--- config.mk ---
export PLATFORM = sky130hd
export DESIGN_NAME = abft_fault_table
export DESIGN_NICKNAME = d
export VERILOG_FILES = /design/src/rtl/abft_pkg.sv /design/src/rtl/abft_fault_table.sv
export SDC_FILE = /design/constraint.sdc
export NUM_CORES = 1
export LEC_CHECK = 0
export ABC_CLOCK_PERIOD_IN_PS = 1200
export BUFFER_PORTS_ARGS = -buffer_cell sky130_fd_sc_hd__buf_2
export CAP_MARGIN = 20
export CORE_AREA = 4 4 41 43
export CTS_CLUSTER_DIAMETER = 50
export DETAILED_ROUTE_END_ITERATION = 8
export DIE_AREA = 0 0 45 47
export SLEW_MARGIN = 20
export SYNTH_ARGS = -nofsm -noshare
export SYNTH_HDL_FRONTEND = slang
export SYNTH_SLANG_ARGS = --single-unit
--- constraint.sdc ---
create_clock -name clk -period 1.2 [get_ports clk]
set_clock_uncertainty 0.15 [all_clocks]
set_input_delay 0 -clock clk [delete_from_list [all_inputs] [get_ports clk]]
set_output_delay 0 -clock clk [all_outputs]
set_load 0.02 [all_outputs]
--- src/rtl/abft_pkg.sv ---
// rtl/abft_pkg.sv - shared ABFT checker parameters and state encoding
package abft_pkg;
    localparam int DATA_W     = 32;
    localparam int N          = 4;
    localparam int ROWS       = 4;
    localparam int MAX_FAULTS = 2;

    localparam int ROW_W = $clog2(ROWS);
    localparam int COL_W = $clog2(N + 1);
    localparam int CNT_W = $clog2(MAX_FAULTS + 1);

    typedef enum logic [3:0] {
        S_IDLE   = 4'b0001,
        S_ACC    = 4'b0010,
        S_CHK    = 4'b0100,
        S_REPORT = 4'b1000
    } chk_state_e;
endpackage

--- src/rtl/abft_fault_table.sv ---
// rtl/abft_fault_table.sv - faulty-row index table with saturating count and sticky overflow
module abft_fault_table
    import abft_pkg::*;
(
    input  logic             clk,
    input  logic             rst,
    input  logic             clr,
    input  logic             wr_en,
    input  logic [ROW_W-1:0] wr_row,
    output logic [CNT_W-1:0] fault_cnt,
    output logic [ROW_W-1:0] fault_row0,
    output logic [ROW_W-1:0] fault_row1,
    output logic             fault_ovf
);
    logic [ROW_W-1:0] rows_q [MAX_FAULTS];
    logic [CNT_W-1:0] cnt_q;
    logic             ovf_q;

    always_ff @(posedge clk) begin
        if (rst || clr) begin
            for (int i = 0; i < MAX_FAULTS; i++) rows_q[i] <= '0;
            cnt_q <= '0;
            ovf_q <= 1'b0;
        end else if (wr_en) begin
            // Once full, further faults only raise the overflow flag.
            if (cnt_q < CNT_W'(MAX_FAULTS)) begin
                for (int i = 0; i < MAX_FAULTS; i++) begin
                    if (cnt_q == CNT_W'(i)) rows_q[i] <= wr_row;
                end
                cnt_q <= cnt_q + CNT_W'(1);
            end else begin
                ovf_q <= 1'b1;
            end
        end
    end

    assign fault_cnt  = cnt_q;
    assign fault_row0 = rows_q[0];
    assign fault_row1 = rows_q[1];
    assign fault_ovf  = ovf_q;
endmodule

==> results of run 1 <==
==> worst reg2reg max path, delay by kind of cell (launching register included) <==
family,cells,cell delay [ns]
simple gates,2,0.19
flops,1,0.35
fa+ha+maj,1,0.18
buf+inv,1,0.05
==> flip-flops by register name, summed over array words and instances (netlist names) <==
signal,flops
fault_cnt,2
fault_ovf,1
rows_q,4
==> repair_timing <==
item | CTS | global route
setup endpoints to repair | 4 | 4
resized for setup | 1 | 4
hold buffers | 6 | 0
gates cloned | 0 | 0
endpoints found under the hold margin | 7 | 0
pin swaps | 3 | 0
buffers inserted | 1 | 0
==> Yosys cell counts (all sizes together) <==
master and instances:
and2b 1, nand3 2, xnor2 1, ha 2, nor3 3, nand2 4
edfxtp 4, dfxtp 3, a21oi 2, nor2 4, inv 2
==> where the power goes <==
group          switching (uW)  internal (uW)  leakage [uW]
Combinational            46.7           42.7      0.000135
Clock                    81.3            127     0.0000150
Sequential               4.16            263     0.0000712
Total                     132            432      0.000221
==> area by class of cell <==
class	count	area, um^2
sequential	7	188
tap	15	18.8
multi-input combinational	19	124
clock buffer	4	26.3
inverter	2	7.51
fill	144	802
timing repair buffer	20	135
==> layer usage <==
| layer | up-vias | part of all wire, % | global-route usage (%) | routed length (um) |
|---|---|---|---|---|
| li1 | 146 | - | - | - |
| met2 | 13 | 46 | 10.5 | 292 |
| met3 | 0 | 9.9 | 3.45 | 63 |
| met5 | - | 0 | 0 | 0 |
| met4 | 0 | 0 | 5.26 | 0 |
| met1 | 119 | 44 | 7.41 | 277 |
==> cell families after synthesis <==
| group | Yosys count | synth area share (%) |
|---|---|---|
| adder cells (fa/ha/maj) | 2 | 8.37 |
| XOR/XNOR | 1 | 2.93 |
| AO/OA/AOI/OAI | 2 | 3.35 |
| flip-flops | 7 | 60.3 |
| AND/OR/NAND/NOR | 14 | 22.6 |
| buffers and inverters | 2 | 2.51 |
==> through the flow <==
step	total power, uW	hold slack (ns)	instances	setup slack, ns	area, um^2
after CTS	570	0.0432	67	0.0184	489
final	565	0.0482	67	0.0412	499
after detailed placement	340	0.0611	56	0.00228	393
after global routing	596	0.0548	67	0.000454	499
after global placement	338	0.0593	56	0.00839	393
after floorplan	311	-0.0903	28	0.00780	307
==> layout by cell type (no fill, tap or decap) <==
cell / instances
a21oi_1: 2
and2b_1: 1
buf_2: 12
buf_4: 2
clkbuf_1: 1
clkbuf_4: 3
dfxtp_1: 1
dfxtp_4: 2
dlygate4sd3_1: 6
edfxtp_1: 4
ha_2: 2
inv_1: 1
inv_2: 1
nand2_1: 2
nand2_2: 2
nand3_1: 2
nor2_1: 3
nor2_2: 1
nor3_1: 2
nor3_2: 1
xnor2_1: 1
==> how the worst max path moves through the flow <==
stage / from / endpoint / slack [ns] / depth (start not counted)
2_1_floorplan: fault_cnt[0]$_SDFFE_PP0P_ / rows_q[0][0]$_DFFE_PP_ / 0.008 / 4
3_3_place_gp: fault_cnt[0]$_SDFFE_PP0P_ / rows_q[0][2]$_DFFE_PP_ / 0.008 / 4
3_5_place_dp: fault_cnt[0]$_SDFFE_PP0P_ / rows_q[0][2]$_DFFE_PP_ / 0.002 / 4
4_1_cts: fault_cnt[0]$_SDFFE_PP0P_ / rows_q[0][2]$_DFFE_PP_ / 0.02 / 4
5_1_grt: fault_cnt[0]$_SDFFE_PP0P_ / rows_q[0][3]$_DFFE_PP_ / 0.0005 / 4
6_report: fault_cnt[0]$_SDFFE_PP0P_ / rows_q[0][2]$_DFFE_PP_ / 0.04 / 4
==> metrics.md, run 1 <==
| Metric | Value |
|---|---|
| Synth Register Bits | 7 |
| Global-route wire length before repair | around 980 um |
| Starting density of the core | 23.0% |
| Reg-to-Reg Start | fault_cnt[0]$_SDFFE_PP0P_ |
| CP Launch Type | flip-flop |
| Residual DRC | 0 |
| GR Overflow Total | 0 |
| Synth top area share | approximately 40% |
| Min-Delay Path Class | primary input to flip-flop |
| Via density | 4.15 |
| Via count | about 280 |
| Final period util | 96.6% |
| Num CTS Buffers | 3 |
| Pwr dens | 1130 mW/mm^2 |
| Max cap viols | 0 |
| Area grow syn2layout | 66.9% |
| Area leader, netlist | edfxtp_1 |
| Syn Nets | 36 |
| Slowest-stage cell, CP | dfxtp_4 |
| Synth unique cells | 12 |
| Routed WL | roughly 630 um |
| WP buf/inv | 1 |
| DR WL/cell | 9.46 um |
| Worst R2R Path Depth | 4 |
| Root Buffer Master | clkbuf_4 |
| Antenna violations before repair | 0 |
| Die W | 45 um |
| Placeable Area | 0.00130 mm^2 |
| Fmax | 863 MHz |
| GRT Util Overall | between 6 and 7% |
| CP Data Required Time | 1.04 ns |
| Crit Reg-Reg Endpoint | rows_q[0][2]$_DFFE_PP_ |
| Die Y | about 47 um |
| Final ANT Viol Nets | 0 |
| Final Slew Violations | 0 |
| Crit path max fanout | 4 |
| Initial DRT Pass Iterations | 2 |
| Pin count of the biggest net entering global routing | 8 |
| Worst slew margin | 89.3% |
| Clk sink count | 7 |
| I/O pin count | 13 |
| H-tree depth | 1 |
| Sequential share of the synthesized area | 60.3% |
| Die ar. | between 0.002 and 0.0025 mm^2 |
| Mapped Cells | 28 |
| CTS max path bufs | 2 |
| RSZ-0062 raised after global routing | false |
| Share of cells above drive strength 1 | approximately half |
| Vias in the first global route | 256 |
| Starting DRT DRC Count | 2 |
| DP Wirelength | about 450 um |
| Worst Hold Launch | clr |
| LEAKAGE | 0.000221 uW |
| WHS Path Cells | 4 |
| Tmin final | between 1 and 1.5 ns |
| Worst Hold End | rows_q[0][1]$_DFFE_PP_ |
| Port-buffer cells | 12 |
| Crit Path Category | flip-flop to flip-flop |
| Final setup viols | 0 |
| Crit path cell chain | inv_1 -> ha_2 -> nor2_2 -> nor2_1 |
| Synth top area cells | edfxtp_1, dfxtp_1, ha_1 |
| Row cnt | 13 |
| Syn avg cell area | 10.7 um^2 |
| Endpoint class of the critical path | flip-flop |
| Crit path DAT | 1.00 ns |
| Final Hold Viols | 0 |
| Setup TNS Final | 0 ns |
| GP Congestion | 0.682 |
| FF-to-FF setup slack | 0.04 ns |
| Antenna diodes | 0 |
| Synth warn | 0 |
| Cell area after synthesis | 299 um^2 |
| Status | complete, no violations |
| Utilization after layout | a little under two fifths |
| Maximum vdd drop | 441 uV |
| Clk Latency, worst-skew pair | 0.24 ns |
| Worst Tran Pin Value | 0.160 ns |
| Worst-path clk slew | 0.05 ns |
| Final #Nets | around 60 |
| TritonCTS clock tree | yes |
| CP max stage delay | approximately 0.35 ns |
| Crit path max-delay family | flip-flops |
(Power assumes the default switching activity.)
==> inputs of run 2 (changes only) <==
--- a/config.mk
+++ b/config.mk
@@ -6,12 +6,12 @@
 export NUM_CORES = 1
 export LEC_CHECK = 0
 export ABC_CLOCK_PERIOD_IN_PS = 1200
-export BUFFER_PORTS_ARGS = -buffer_cell sky130_fd_sc_hd__buf_2
 export CAP_MARGIN = 20
 export CORE_AREA = 4 4 41 43
 export CTS_CLUSTER_DIAMETER = 50
 export DETAILED_ROUTE_END_ITERATION = 8
 export DIE_AREA = 0 0 45 47
+export DONT_BUFFER_PORTS = 1
 export SLEW_MARGIN = 20
 export SYNTH_ARGS = -nofsm -noshare
 export SYNTH_HDL_FRONTEND = slang
==> metrics.md, run 2 (same netlist as run 1, synthesis figures left out) <==
| Metric | Value |
|---|---|
| Status | complete, no violations |
| Tmin final | about 1.2 ns |
| Num CTS Buffers | 3 |
| Max FFs per register | 4 |
| Pwr dens | 1280 mW/mm^2 |
| Final Hold Viols | 0 |
| Worst-path clk slew | roughly 0.05 ns |
| Antenna diodes | 0 |
| Root Buffer Master | clkbuf_4 |
| Fmax | 865 MHz |
| Via count | approximately 230 |
| Final Hold Slack | 0.327 ns |
| Clk Latency, worst-skew pair | 0.25 ns |
| Most common cell after layout, fill and taps aside | dlygate4sd3_1 |
| Antenna violations before repair | 0 |
| Post-route insts no fill | 54 |
| Row cnt | 13 |
| GRT Util Overall | 5.87% |
| Crit Path Category | flip-flop to flip-flop |
| Initial DRT Pass Iterations | 2 |
| Maximum vdd drop | about 660 uV |
| Die Y | 47 um |
| Min-Delay Path Class | primary input to flip-flop |
| Final ANT Viol Nets | 0 |
| CP max stage delay | approximately 0.34 ns |
| Final setup viols | 0 |
| Final period util | 96.4% |
| Most frequent cells in the layout | dlygate4sd3_1, edfxtp_1, nand2_1, clkbuf_4 |
| Pin count of the biggest net entering global routing | 8 |
| GR Overflow Total | 0 |
| Via density | 4.28 |
| Utilization after layout | around a third |
| DR WL/cell | 9.35 um |
| LEAKAGE | 0.000163 uW |
| Placeable Area | 0.00130 mm^2 |
| H-tree depth | 1 |
| Area grow syn2layout | 42.7% |
| Inst Count DP | 45 |
| Most used cell, CP | nand2_1 |
| Crit path max fanout | 2 |
| DP Wirelength | 410 um |
| Worst slew margin | between 80% and 90% |
| Starting DRT DRC Count | 2 |
| Power, Total | ~550 uW |
| Metal2 WL | about 230 um |
| Final #Nets | 48 |
| Crit path cell chain | inv_2 -> ha_1 -> nand2_1 -> nand2_1 |
| Slowest-stage cell, CP | dfxtp_4 |
| Global-route wire length before repair | a little under 800 um |
| Vias in the first global route | 206 |
| Worst Tran Pin Value | 0.234 ns |
| Biggest register | rows_q |
| CP Data Required Time | 1.01 ns |
| Residual DRC | 0 |
| Starting density of the core | 23.0% |
| Top Layer Used | met3 |
| DR WL met3 | 68 um |
| Die W | 45 um |
| Routed WL | 505 um |
| Clk sink count | 7 |
| CP Launch Type | flip-flop |
| CTS max path bufs | 2 |
| Endpoint class of the critical path | flip-flop |
| GP Congestion | about 0.68 |
| Max cap viols | 0 |
| Die ar. | 0.00212 mm^2 |
| Share of cells above drive strength 1 | between 30 and 40% |
| Final Slew Violations | 0 |
| Crit path DAT | around 0.97 ns |
| I/O pin count | 13 |
| Met1 wire length | 203 um |
| Port-buffer cells | 0 |
| TritonCTS clock tree | yes |
==> run 2: worst max-delay path: cells and delay by family, from the launching register on <==
| kind | cells | cell delay [ns] |
|---|---|---|
| DFF | 1 | 0.34 |
| and+or+nand+nor | 2 | 0.16 |
| adders and majority gates | 1 | 0.17 |
| buffers and inverters | 1 | 0.05 |
==> run 2: area by class of cell <==
class,instances,area [um^2]
Tap cell,15,18.8
Sequential cell,7,188
Timing Repair Buffer,7,65.1
Clock buffer,4,26.3
Inverter,2,7.51
Multi-Input combinational cell,19,121
Fill cell,142,875
==> run 2: path summary, 6_finish.rpt <==
kind                                           startpoint                        end  slack (ns)  cells after the start
worst max register to register  fault_cnt[1]$_SDFFE_PP0P_     rows_q[0][2]$_DFFE_PP_        0.04                      4
worst min-delay path                                  clr  fault_cnt[0]$_SDFFE_PP0P_        0.33                      2
worst max-delay path            fault_cnt[1]$_SDFFE_PP0P_     rows_q[0][2]$_DFFE_PP_        0.04                      4
worst min register to register     fault_ovf$_SDFFE_PP0P_     fault_ovf$_SDFFE_PP0P_        0.45                      2
==> run 2: report_power, final <==
part           internal, uW  total [uW]  switching, uW  leakage (uW)
logic                  27.6        57.3           29.6     0.0000766
clock network           127         208           81.9     0.0000150
registers               264         280           16.1     0.0000712
total                   418         546            128      0.000163
==> run 2: metal layers <==
metal / up-vias / GRT usage [%]
li1: 117 / -
met1: 99 / 4.61
met2: 15 / 8.76
met3: 0 / 6.51
met4: 0 / 3.51
met5: - / 0
==> run 2: through the flow <==
stage | setup TNS, ns | area (um^2) | worst slack, ns
floorplan | 0 | 307 | 0.00780
global placement | 0 | 340 | 0.0347
detailed placement | 0 | 340 | 0.0219
CTS | 0 | 417 | 0.00414
global route | -0.0290 | 427 | -0.0145
finish | 0 | 427 | 0.0436
==> run 2: repair_timing <==
action                                  4_1_cts  5_1_grt
hold buffers                                  5        0
endpoints found under the setup margin        0        8
resized for setup                             0        4
buffers inserted                              0        0
hold endpoints to repair                     11        0
==> inputs of run 3 (changes only) <==
--- a/config.mk
+++ b/config.mk
@@ -5,7 +5,7 @@
 export SDC_FILE = /design/constraint.sdc
 export NUM_CORES = 1
 export LEC_CHECK = 0
-export ABC_CLOCK_PERIOD_IN_PS = 1200
+export ABC_CLOCK_PERIOD_IN_PS = 1000
 export CAP_MARGIN = 20
 export CORE_AREA = 4 4 41 43
 export CTS_CLUSTER_DIAMETER = 50
==> constraint.sdc (replaced) <==
create_clock -name clk -period 1 [get_ports clk]
set_clock_uncertainty 0.15 [all_clocks]
set_input_delay 0 -clock clk [delete_from_list [all_inputs] [get_ports clk]]
set_output_delay 0 -clock clk [all_outputs]
set_load 0.02 [all_outputs]
==> metrics.md, run 3 (same netlist as run 1, synthesis figures left out) <==
| Metric | Value |
|---|---|
| Status | complete, but fails checks |
| Failing checks | hold timing, setup timing |
| GP Congestion | ~0.73 |
| Worst slew margin | 79.1% |
| Share of cells above drive strength 1 | 65.7% |
| Worst Setup SP | fault_cnt[1]$_SDFFE_PP0P_ |
| Worst Tran Pin Value | roughly 0.31 ns |
| Biggest register | rows_q |
| Crit path max fanout | 3 |
| Die ar. | 0.00212 mm^2 |
| GRT Util Overall | around 8.5% |
| Clk sink count | 7 |
| Most used cell, CP | nand2_2 |
| Starting DRT DRC Count | 0 |
| Critical Path Sink | rows_q[0][2]$_DFFE_PP_ |
| H-tree depth | 1 |
| CTS max path bufs | 2 |
| Clk Latency, worst-skew pair | 0.24 ns |
| Root Buffer Master | clkbuf_4 |
| Pin count of the biggest net entering global routing | 8 |
| Placeable Area | 0.00130 mm^2 |
| Storage cell area | 188 um^2 |
| Most frequent cells in the layout | nand2_2, edfxtp_1, clkbuf_4, buf_4 |
| DP Wirelength | between 500 and 600 um |
| CP max stage delay | 0.35 ns |
| Crit Path Category | flip-flop to flip-flop |
| DP Area | around 380 um^2 |
| # fillers | 147 |
| Initial DRT Pass Iterations | 1 |
| Port-buffer cells | 0 |
| Inst Count DP | 46 |
| Final Hold Slack | -0.337 ns |
| I/O pin count | 13 |
| Row cnt | 13 |
| Global-route wire length before repair | 1.14 mm |
| Post-route insts no fill | 50 |
| Slowest-stage cell, CP | dfxtp_4 |
| Max cap viols | 0 |
| Die W | 45 um |
| LEAKAGE | 0.000156 uW |
| Antenna violations before repair | 0 |
| Pwr dens | around 1500 mW/mm^2 |
| Min-Delay Path Class | primary input to flip-flop |
| Via density | 4.54 |
| Num CTS Buffers | 3 |
| Residual DRC | 0 |
| Routed WL | 727 um |
| CP Launch Type | flip-flop |
| Crit path DAT | 0.94 ns |
| Design Area, Final | ~440 um^2 |
| Die Y | 47 um |
| Footprint of the multi-input gates | 171 um^2 |
| Area grow syn2layout | 46.9% |
| Maximum vdd drop | approximately 650 uV |
| Final Hold Viols | 11 |
| Final Slew Violations | 0 |
| Via count | 227 |
| Tmin final | 1.12 ns |
| Antenna diodes | 0 |
| Starting density of the core | between 20% and 30% |
| Worst R2R Path Depth | 4 |
| DR WL/cell | 14.5 um |
| Final setup viols | 11 |
| Reg-to-Reg Start | fault_cnt[1]$_SDFFE_PP0P_ |
| FF-to-FF setup slack | -0.12 ns |
| RSZ-0062 raised after global routing | true |
| Setup ws final | -0.121 ns |
| Buffer count from post-CTS setup fixing | 0 |
| Final period util | 112% |
| Fmax | 892 MHz |
| Final #Nets | 44 |
| TritonCTS clock tree | yes |
| GR Overflow Total | 0 |
| Final ANT Viol Nets | 0 |
| Crit Reg-Reg Endpoint | rows_q[0][2]$_DFFE_PP_ |
| Vias in the first global route | 278 |
| Max FFs per register | 4 |
| CP Data Required Time | 0.81 ns |
| Endpoint class of the critical path | flip-flop |
| Worst-path clk slew | 0.05 ns |
| Crit path cell chain | inv_4 -> ha_4 -> nand2_2 -> nand2_2 |
## run 3: worst min path at each step
stage / from / to / depth (start not counted)
floorplan: clr / fault_cnt[0]$_SDFFE_PP0P_ / 1
global placement: clr / fault_cnt[0]$_SDFFE_PP0P_ / 1
detailed placement: clr / fault_cnt[0]$_SDFFE_PP0P_ / 1
CTS: clr / fault_cnt[0]$_SDFFE_PP0P_ / 1
global route: clr / fault_cnt[0]$_SDFFE_PP0P_ / 1
finish: clr / fault_cnt[0]$_SDFFE_PP0P_ / 1
## run 3: worst max-delay path, delay by kind of cell (launching register included)
kind / cells / cell delay (ns)
adders and majority gates: 1 / 0.15
buffers and inverters: 1 / 0.07
and+or+nand+nor: 2 / 0.12
DFF: 1 / 0.35
## run 3: power breakdown
group	total, uW	switching [uW]	internal [uW]
clock network	249	96.7	152
logic	72.0	37.1	34.9
registers	340	22.6	317
## run 3: final cells by class
| class | count | area share (%) |
|---|---|---|
| tap | 15 | 4.27 |
| multi-input combinational | 19 | 39.0 |
| timing repair buffer | 3 | 5.13 |
| clock buffer | 4 | 5.98 |
| sequential | 7 | 42.7 |
| inverter | 2 | 2.85 |
## run 3: what timing repair did
item                                    CTS  global route
endpoints found under the hold margin    11            11
pin swaps                                 1             3
resized for setup                         6             5
endpoints found under the setup margin   10            11
## run 3: routing by layer
metal	part of all wire [%]	GRT usage (%)	up-vias
li1	-	-	108
met1	35	6.05	103
met2	55	15.5	16
met3	10	8.81	0
met4	0	1.75	0
met5	0	0	-
## run 3: through the flow
step                setup TNS (ns)  setup slack (ns)  total power, uW  util, %
floorplan                    -1.20            -0.144              382        -
global placement            -0.784           -0.0990              391     29.0
detailed placement           -1.04            -0.124              397     29.0
CTS                         -0.972            -0.112              657     32.7
global route                 -1.48            -0.158              708     33.8
finish                       -1.13            -0.121              660     33.8
